$ cat src/rtl/control_unit.sv
// Multi-cycle control unit: FETCH/LOAD/EXEC sequencing, instruction decode,
// 10-bit program counter and a zero-flag register used by conditional jumps.
module control_unit (
  input  logic        clk,
  input  logic        reset,
  input  logic [15:0] instr,
  input  logic        zero,
  output logic [9:0]  pc,
  output logic [2:0]  op_alu,
  output logic [3:0]  ra1,
  output logic [3:0]  ra2,
  output logic [3:0]  wa,
  output logic        we3,
  output logic        s_inm,
  output logic [7:0]  inm,
  output logic        halted,
  output logic [1:0]  o_dbg_state,
  output logic        o_dbg_zf
);

  typedef enum logic [1:0] {
    S_FETCH = 2'd0,
    S_LOAD  = 2'd1,
    S_EXEC  = 2'd2,
    S_HALT  = 2'd3
  } state_t;

  state_t      r_state;
  state_t      w_next_state;
  logic [9:0]  r_pc;
  logic [9:0]  w_next_pc;
  logic [9:0]  w_pc_inc;
  logic [15:0] r_ir;
  logic        r_zf;
  logic        w_is_alu;
  logic        w_is_loadi;

  assign w_is_alu   = r_ir[15];
  assign w_is_loadi = (r_ir[15:12] == 4'b0000);
  assign w_pc_inc   = r_pc + 10'd1;

  always_ff @(posedge clk) begin
    if (!reset) begin
      r_state <= S_FETCH;
      r_pc    <= 10'd0;
      r_ir    <= 16'h4000;
      r_zf    <= 1'b0;
    end else begin
      r_state <= w_next_state;
      r_pc    <= w_next_pc;
      if (r_state == S_LOAD)
        r_ir <= instr;
      if ((r_state == S_EXEC) && w_is_alu)
        r_zf <= zero;
    end
  end

  always_comb begin
    w_next_state = r_state;
    w_next_pc    = r_pc;
    case (r_state)
      S_FETCH: w_next_state = S_LOAD;
      S_LOAD:  w_next_state = S_EXEC;
      S_EXEC: begin
        w_next_state = S_FETCH;
        w_next_pc    = w_pc_inc;
        if (!w_is_alu) begin
          case (r_ir[14:12])
            3'b001: w_next_pc = r_ir[9:0];
            3'b010: w_next_pc = r_zf ? r_ir[9:0] : w_pc_inc;
            3'b011: w_next_pc = r_zf ? w_pc_inc : r_ir[9:0];
            3'b101: begin
              w_next_state = S_HALT;
              w_next_pc    = r_pc;
            end
            default: w_next_pc = w_pc_inc;
          endcase
        end
      end
      S_HALT:  w_next_state = S_HALT;
      default: w_next_state = S_FETCH;
    endcase
  end

  // Write enable is qualified by reset so a reset landing on EXEC suppresses the write.
  assign we3         = (r_state == S_EXEC) && (w_is_alu || w_is_loadi) && reset;
  assign pc          = r_pc;
  assign op_alu      = w_is_alu ? r_ir[14:12] : 3'b000;
  assign ra1         = r_ir[11:8];
  assign ra2         = r_ir[7:4];
  assign wa          = r_ir[3:0];
  assign inm         = r_ir[11:4];
  assign s_inm       = w_is_loadi;
  assign halted      = (r_state == S_HALT);
  assign o_dbg_state = r_state;
  assign o_dbg_zf    = r_zf;

endmodule

$ cat config.mk
export PLATFORM = sky130hd
export DESIGN_NAME = control_unit
export DESIGN_NICKNAME = d
export VERILOG_FILES = /design/src/rtl/control_unit.sv
export SDC_FILE = /design/constraint.sdc
export NUM_CORES = 1
export LEC_CHECK = 0
export CORE_MARGIN = 5
export CORE_UTILIZATION = 43
export DETAILED_ROUTE_END_ITERATION = 8
export PLACE_DENSITY = 0.8
export SKIP_CTS_REPAIR_TIMING = 1
export SLEW_MARGIN = 20
export SYNTH_ARGS = -nofsm -noshare
export SYNTH_HDL_FRONTEND = slang
export SYNTH_SLANG_ARGS = --single-unit
$ cat constraint.sdc
create_clock -name clk -period 1.8 [get_ports clk]
set_clock_uncertainty 0.1 [all_clocks]
set_input_delay 0.18 -clock clk [delete_from_list [all_inputs] [get_ports clk]]
set_output_delay 0.18 -clock clk [all_outputs]
set_load 0.02 [all_outputs]
# After elaboration in Yosys (flattened, before gate mapping)
# Index checks and enable logic that the tools add are counted.
dict set report totals {
  register_bits 29
  in_bits 19
  out_inout_bits 39
  elab_cells 28
}
dict set report classes {
  n_addsub 1
  eq_ne 8
  n_mux 8
  n_reduce_logical 7
}
# op count
set op_table {}
lappend op_table {{10-bit one-hot mux with 4 select lines} 1}
lappend op_table {{10-bit 2-to-1 mux} 3}
lappend op_table {{10-bit by 1-bit adder with 10-bit output (second input constant)} 1}
lappend op_table {{2-bit one-hot mux with 4 select lines} 1}
lappend op_table {{3-bit by 2-bit == test with 1-bit output (second input constant)} 2}
lappend op_table {{2-bit == test (second input constant)} 2}
lappend op_table {{4-bit zero test} 1}
lappend op_table {{2-bit 2-to-1 mux} 2}
lappend op_table {{3-bit by 1-bit == test with 1-bit output (second input constant)} 1}
lappend op_table {{3-bit == test (second input constant)} 1}
lappend op_table {{1-bit logical AND} 3}
lappend op_table {{3-bit 2-to-1 mux} 1}
lappend op_table {{2-bit by 1-bit == test with 1-bit output (second input constant)} 1}
lappend op_table {{2-bit zero test} 1}
lappend op_table {{2-bit != test (second input constant)} 1}
lappend op_table {{2-bit AND reduction} 1}
lappend op_table {{1-bit logical OR} 1}

# Depth between registers and ports, before layout
dict set report logic_depth {
  word_depth 4
  mapped_depth 6
  depth_no_buf 5
}

# Least setup slack after synthesis
# OpenSTA, ideal clock, no wires.
dict set report synth_path {
  path_kind {flip-flop to flip-flop}
  start {register r_pc[0], in the netlist pc[0]}
  end {register r_pc[6], in the netlist pc[6]}
  setup_ps 119
  t_arrival_ps 1534
  required_ps 1581
  path_slack_ps 47
  path_stages_with_launch 6
  n_path_buf 0
  period_less_slack_ps 1753
  cell_sequence {dfxtp_1 > ha_1 > and4_1 > nand3_1 > mux2_1 > o221a_1}
}
dict set report synth_between {
  elab_chain_cells 4
  elab_cells_between_ends 5
  cone_classes {1 x add/sub; 4 x mux}
}
# item line_no
set synth_lines {}
lappend synth_lines {{from (decl)} 30} ;# logic [9:0] r_pc;
lappend synth_lines {{from (signal assigned)} 50} ;# r_pc <= w_next_pc;
lappend synth_lines {{10-bit by 1-bit adder with 10-bit output (*)} 40} ;# assign w_pc_inc = r_pc + 10'd1;
lappend synth_lines {{10-bit 2-to-1 mux, on equally long branches} {71, 70}}
lappend synth_lines {{10-bit one-hot mux with 4 select lines} 68} ;# case (r_ir[14:12])
lappend synth_lines {{10-bit 2-to-1 mux (*)} 67} ;# if (!w_is_alu) begin
# Mark *: on every way between the ends. The rest lies on a longest branch, timed or not.
# A chain may end at the register's enable or synchronous reset.

# Worst setup path after layout
dict set report layout_path {
  start {register r_pc[4], in the netlist pc[4]}
  end {output port pc[4]}
}
# item line_no
set layout_rtl {}
lappend layout_rtl {{to (decl)} 8} ;# output logic [9:0] pc,
# No word-level cell between the ends.

==> results.py <==
metrics = {
    "sta": {
        "grt_setup_unrepaired": "false",
        "fin_tns_setup_ns": 0,
        "tightest_slew_ns": 0.5692,
        "setup_viol_count_final": 0,
        "clock.fmax_ghz": 0.5840,
        "min_period_ns": 1.712,
        "fin_crit_sh": 0.9513,
        "hold_violations": 0,
        "relSlewSlack": 0.6196,
        "final_max_slew_viol_count": 0,
    },
    "setup_path": {
        "cp_data_required_time_ns": 1.52,
        "arrival_ns": 1.43,
        "reg2reg_depth": 5,
        "crit_type": "flop to output port",
        "crit_path_end_kind": "output port",
        "worstPathMaxFanout": 7,
        "critPathLaunchType": "flop",
    },
    "floorplan": {
        "dieArea_sq_um": 4804,
        "die_w_um": 69.31,
        "die_h_um": 69.31,
        "start_util": 0.4498,
        "ioPinCount": 58,
        "core-area_sq_um": 3363,
        "num_rows": 21,
    },
    "worst_hold_path": {
        "hp-class": "primary input to flop",
        "whs_path_depth": 3,
    },
    "route": {
        "first_pass_iters": 4,
        "drc": 0,
        "via_count": 1450,
        "dr.first_iter.drc_count": 70,
        "finalWirelength_um": 3818,
        "ant_nets": 0,
        "wire_per_inst_um": 13.54,
        "via_per_inst": 5.142,
    },
    "power": {
        "p_comb_frac": 0.235,
        "power-per-cell-area_nw_per_um2": 697.4,
        "p_sw_mw": 0.4350,
        "p_int_mw": 1.032,
        "switching_share": 0.2965,
        "p_leak_nw": 0.8656,
        "seq_power_share": 0.493,
        "pwr-share-clk": 0.272,
        "power_mw": 1.467,
        "worst_ir_drop_vdd_v": 0.0004544,
    },
    "layout": {
        "syn_to_final_growth_pct": 39.04,
        "regArea_sq_um": 586.8,
        "layout-drive-gt1-share": 0.1102,
        "multiInputGateArea_sq_um": 735.7,
        "layout_common_cells": "clkdlybuf4s50_1 (51), nand2_1 (49), dfxtp_1 (24)",
        "layout_commonest_cell": "clkdlybuf4s50_1",
        "nNetsFinal": 256,
        "fillers": 327,
        "antenna_cells": 0,
    },
    "clocking": {
        "clk_pin_slew_ns": 0.09,
        "cts_num_sinks": 29,
        "cts_buffer_depth": 2,
        "ctsHtreeMaxLevel": 2,
        "cts_tree": "done",
        "clk_latency_ns": 0.33,
        "cts_buffers": 5,
        "ctsRootBufferMaster": "clkbuf_4",
    },
    "synthesis": {
        "synth_area_leader_cell": "dfxtp_1",
        "synth_area_leaders": "dfxtp_1 (38%), nand2_1 (12%), buf_4 (10%)",
        "yosysSeqAreaShare": 0.3838,
        "syn_inst": 191,
        "yosysWarnings": 0,
        "ys_seq_elements": 29,
        "avgSynthCellArea_sq_um": 7.920,
        "syn-cell-area_sq_um": 1513,
        "ys_types": 35,
        "synth_nets": 211,
        "synth_top_area_frac": 0.3838,
    },
    "grt": {
        "grt_pass1_vias": 1382,
        "grt_max_degree": 17,
        "grt_pass1_wl_um": 6113,
        "antenna_found_initial": 0,
        "grt-ovfl-total": 0,
        "grt_use_total": 0.1537,
    },
    "placement": {
        "place.gp.congestion": 0.8094,
        "dpl.hpwl_um": 2811,
        "io_buffers": 57,
    },
    "run_status": {
        "status": "finished, final reports clean",
    },
    "flow_run": {
        "max_cap_viol_count": 0,
    },
}
==> metal layers <==
metal,vias up,GRT usage,wire (um)
met5,-,0,0
met2,35,0.2701,1872
met3,6,0.05942,225
met1,679,0.1728,1680
li1,730,-,-
met4,0,0.03905,40
==> power by group through the flow <==
stage / Sequential, mW / Combinational, mW / Clock, mW
after CTS: 0.720 / 0.348 / 0.409
after detailed placement: 0.734 / 0.347 / 0
after global placement: 0.732 / 0.342 / 0
after global routing: 0.729 / 0.369 / 0.435
after floorplan: 0.732 / 0.210 / 0
final: 0.723 / 0.345 / 0.400
==> synthesized netlist by cell type <==
library cell and n:
a21boi_2 1, a21oi_1 23, a31oi_1 2, and2_1 5, and3_1 1, and3b_4 1, and4_1 2, buf_2 1
buf_4 21, clkbuf_1 7, clkinv_1 1, dfxtp_1 29, ha_1 1, inv_1 1, mux2_1 2, mux2i_1 3
nand2_1 49, nand3_1 7, nand4_1 2, nand4bb_1 1, nor2_1 3, nor2_2 1, nor2b_1 3, nor3_1 2
nor4_1 1, o211a_1 1, o211ai_1 3, o21a_1 2, o21a_4 1, o21ai_0 1, o21ai_2 1, o221a_1 2
o22ai_1 6, o31a_1 3, or3_1 1
==> worst max-delay path: stages, from the launching register on <==
cell and delay, ns:
dfxtp_1 0.35, buf_4 0.15, clkdlybuf4s50_1 0.61
==> state kept, by name, summed over array words and instances (netlist names) <==
| register | flops |
|---|---|
| o_dbg_zf | 1 |
| o_dbg_state | 2 |
| pc | 10 |
| r_ir | 16 |
==> final cells by class <==
cell class / instances / share of cell area
well taps: 46 / 0.02736
inverters: 2 / 0.003569
flip-flops and latches: 29 / 0.2790
clock buffers: 7 / 0.02617
repair buffers: 67 / 0.3141
multi-input cells: 131 / 0.3498
==> final timing paths <==
| kind | from | end | slack, ns |
|---|---|---|---|
| max | pc[4] | pc[4] | 0.09 |
| max reg2reg | pc[0] | pc[6] | 0.14 |
| min | instr[0] | r_ir[0] | 0.29 |
| min reg2reg | r_ir[11] | r_ir[11] | 0.37 |
==> logic make-up (layout without fill, tap and decap cells) <==
group                    after synthesis  count (layout)  share of synthesized area
AO/OA/AOI/OAI                         46              46                     0.1993
adder cells (fa/ha/maj)                1               1                   0.008270
buffers and inverters                 31              76                     0.1299
flip-flops                            29              29                     0.3838
multiplexers                           5               5                    0.03474
AND/OR/NAND/NOR                       79              79                     0.2440
==> per-stage QoR <==
stage               hold WS [ns]  area, sq um    util  setup slack, ns  cells
floorplan                 0.2040         1513       -          0.04733    191
global placement          0.3561         2027  0.6027          0.08752    275
detailed placement        0.3610         2027  0.6027          0.07875    275
CTS                       0.2815         2082  0.6190          -0.1785    282
global route              0.2770         2103  0.6254          0.01878    282
finish                    0.2913         2103  0.6254          0.08768    282
Note: power is estimated with default switching activity, not from simulation.
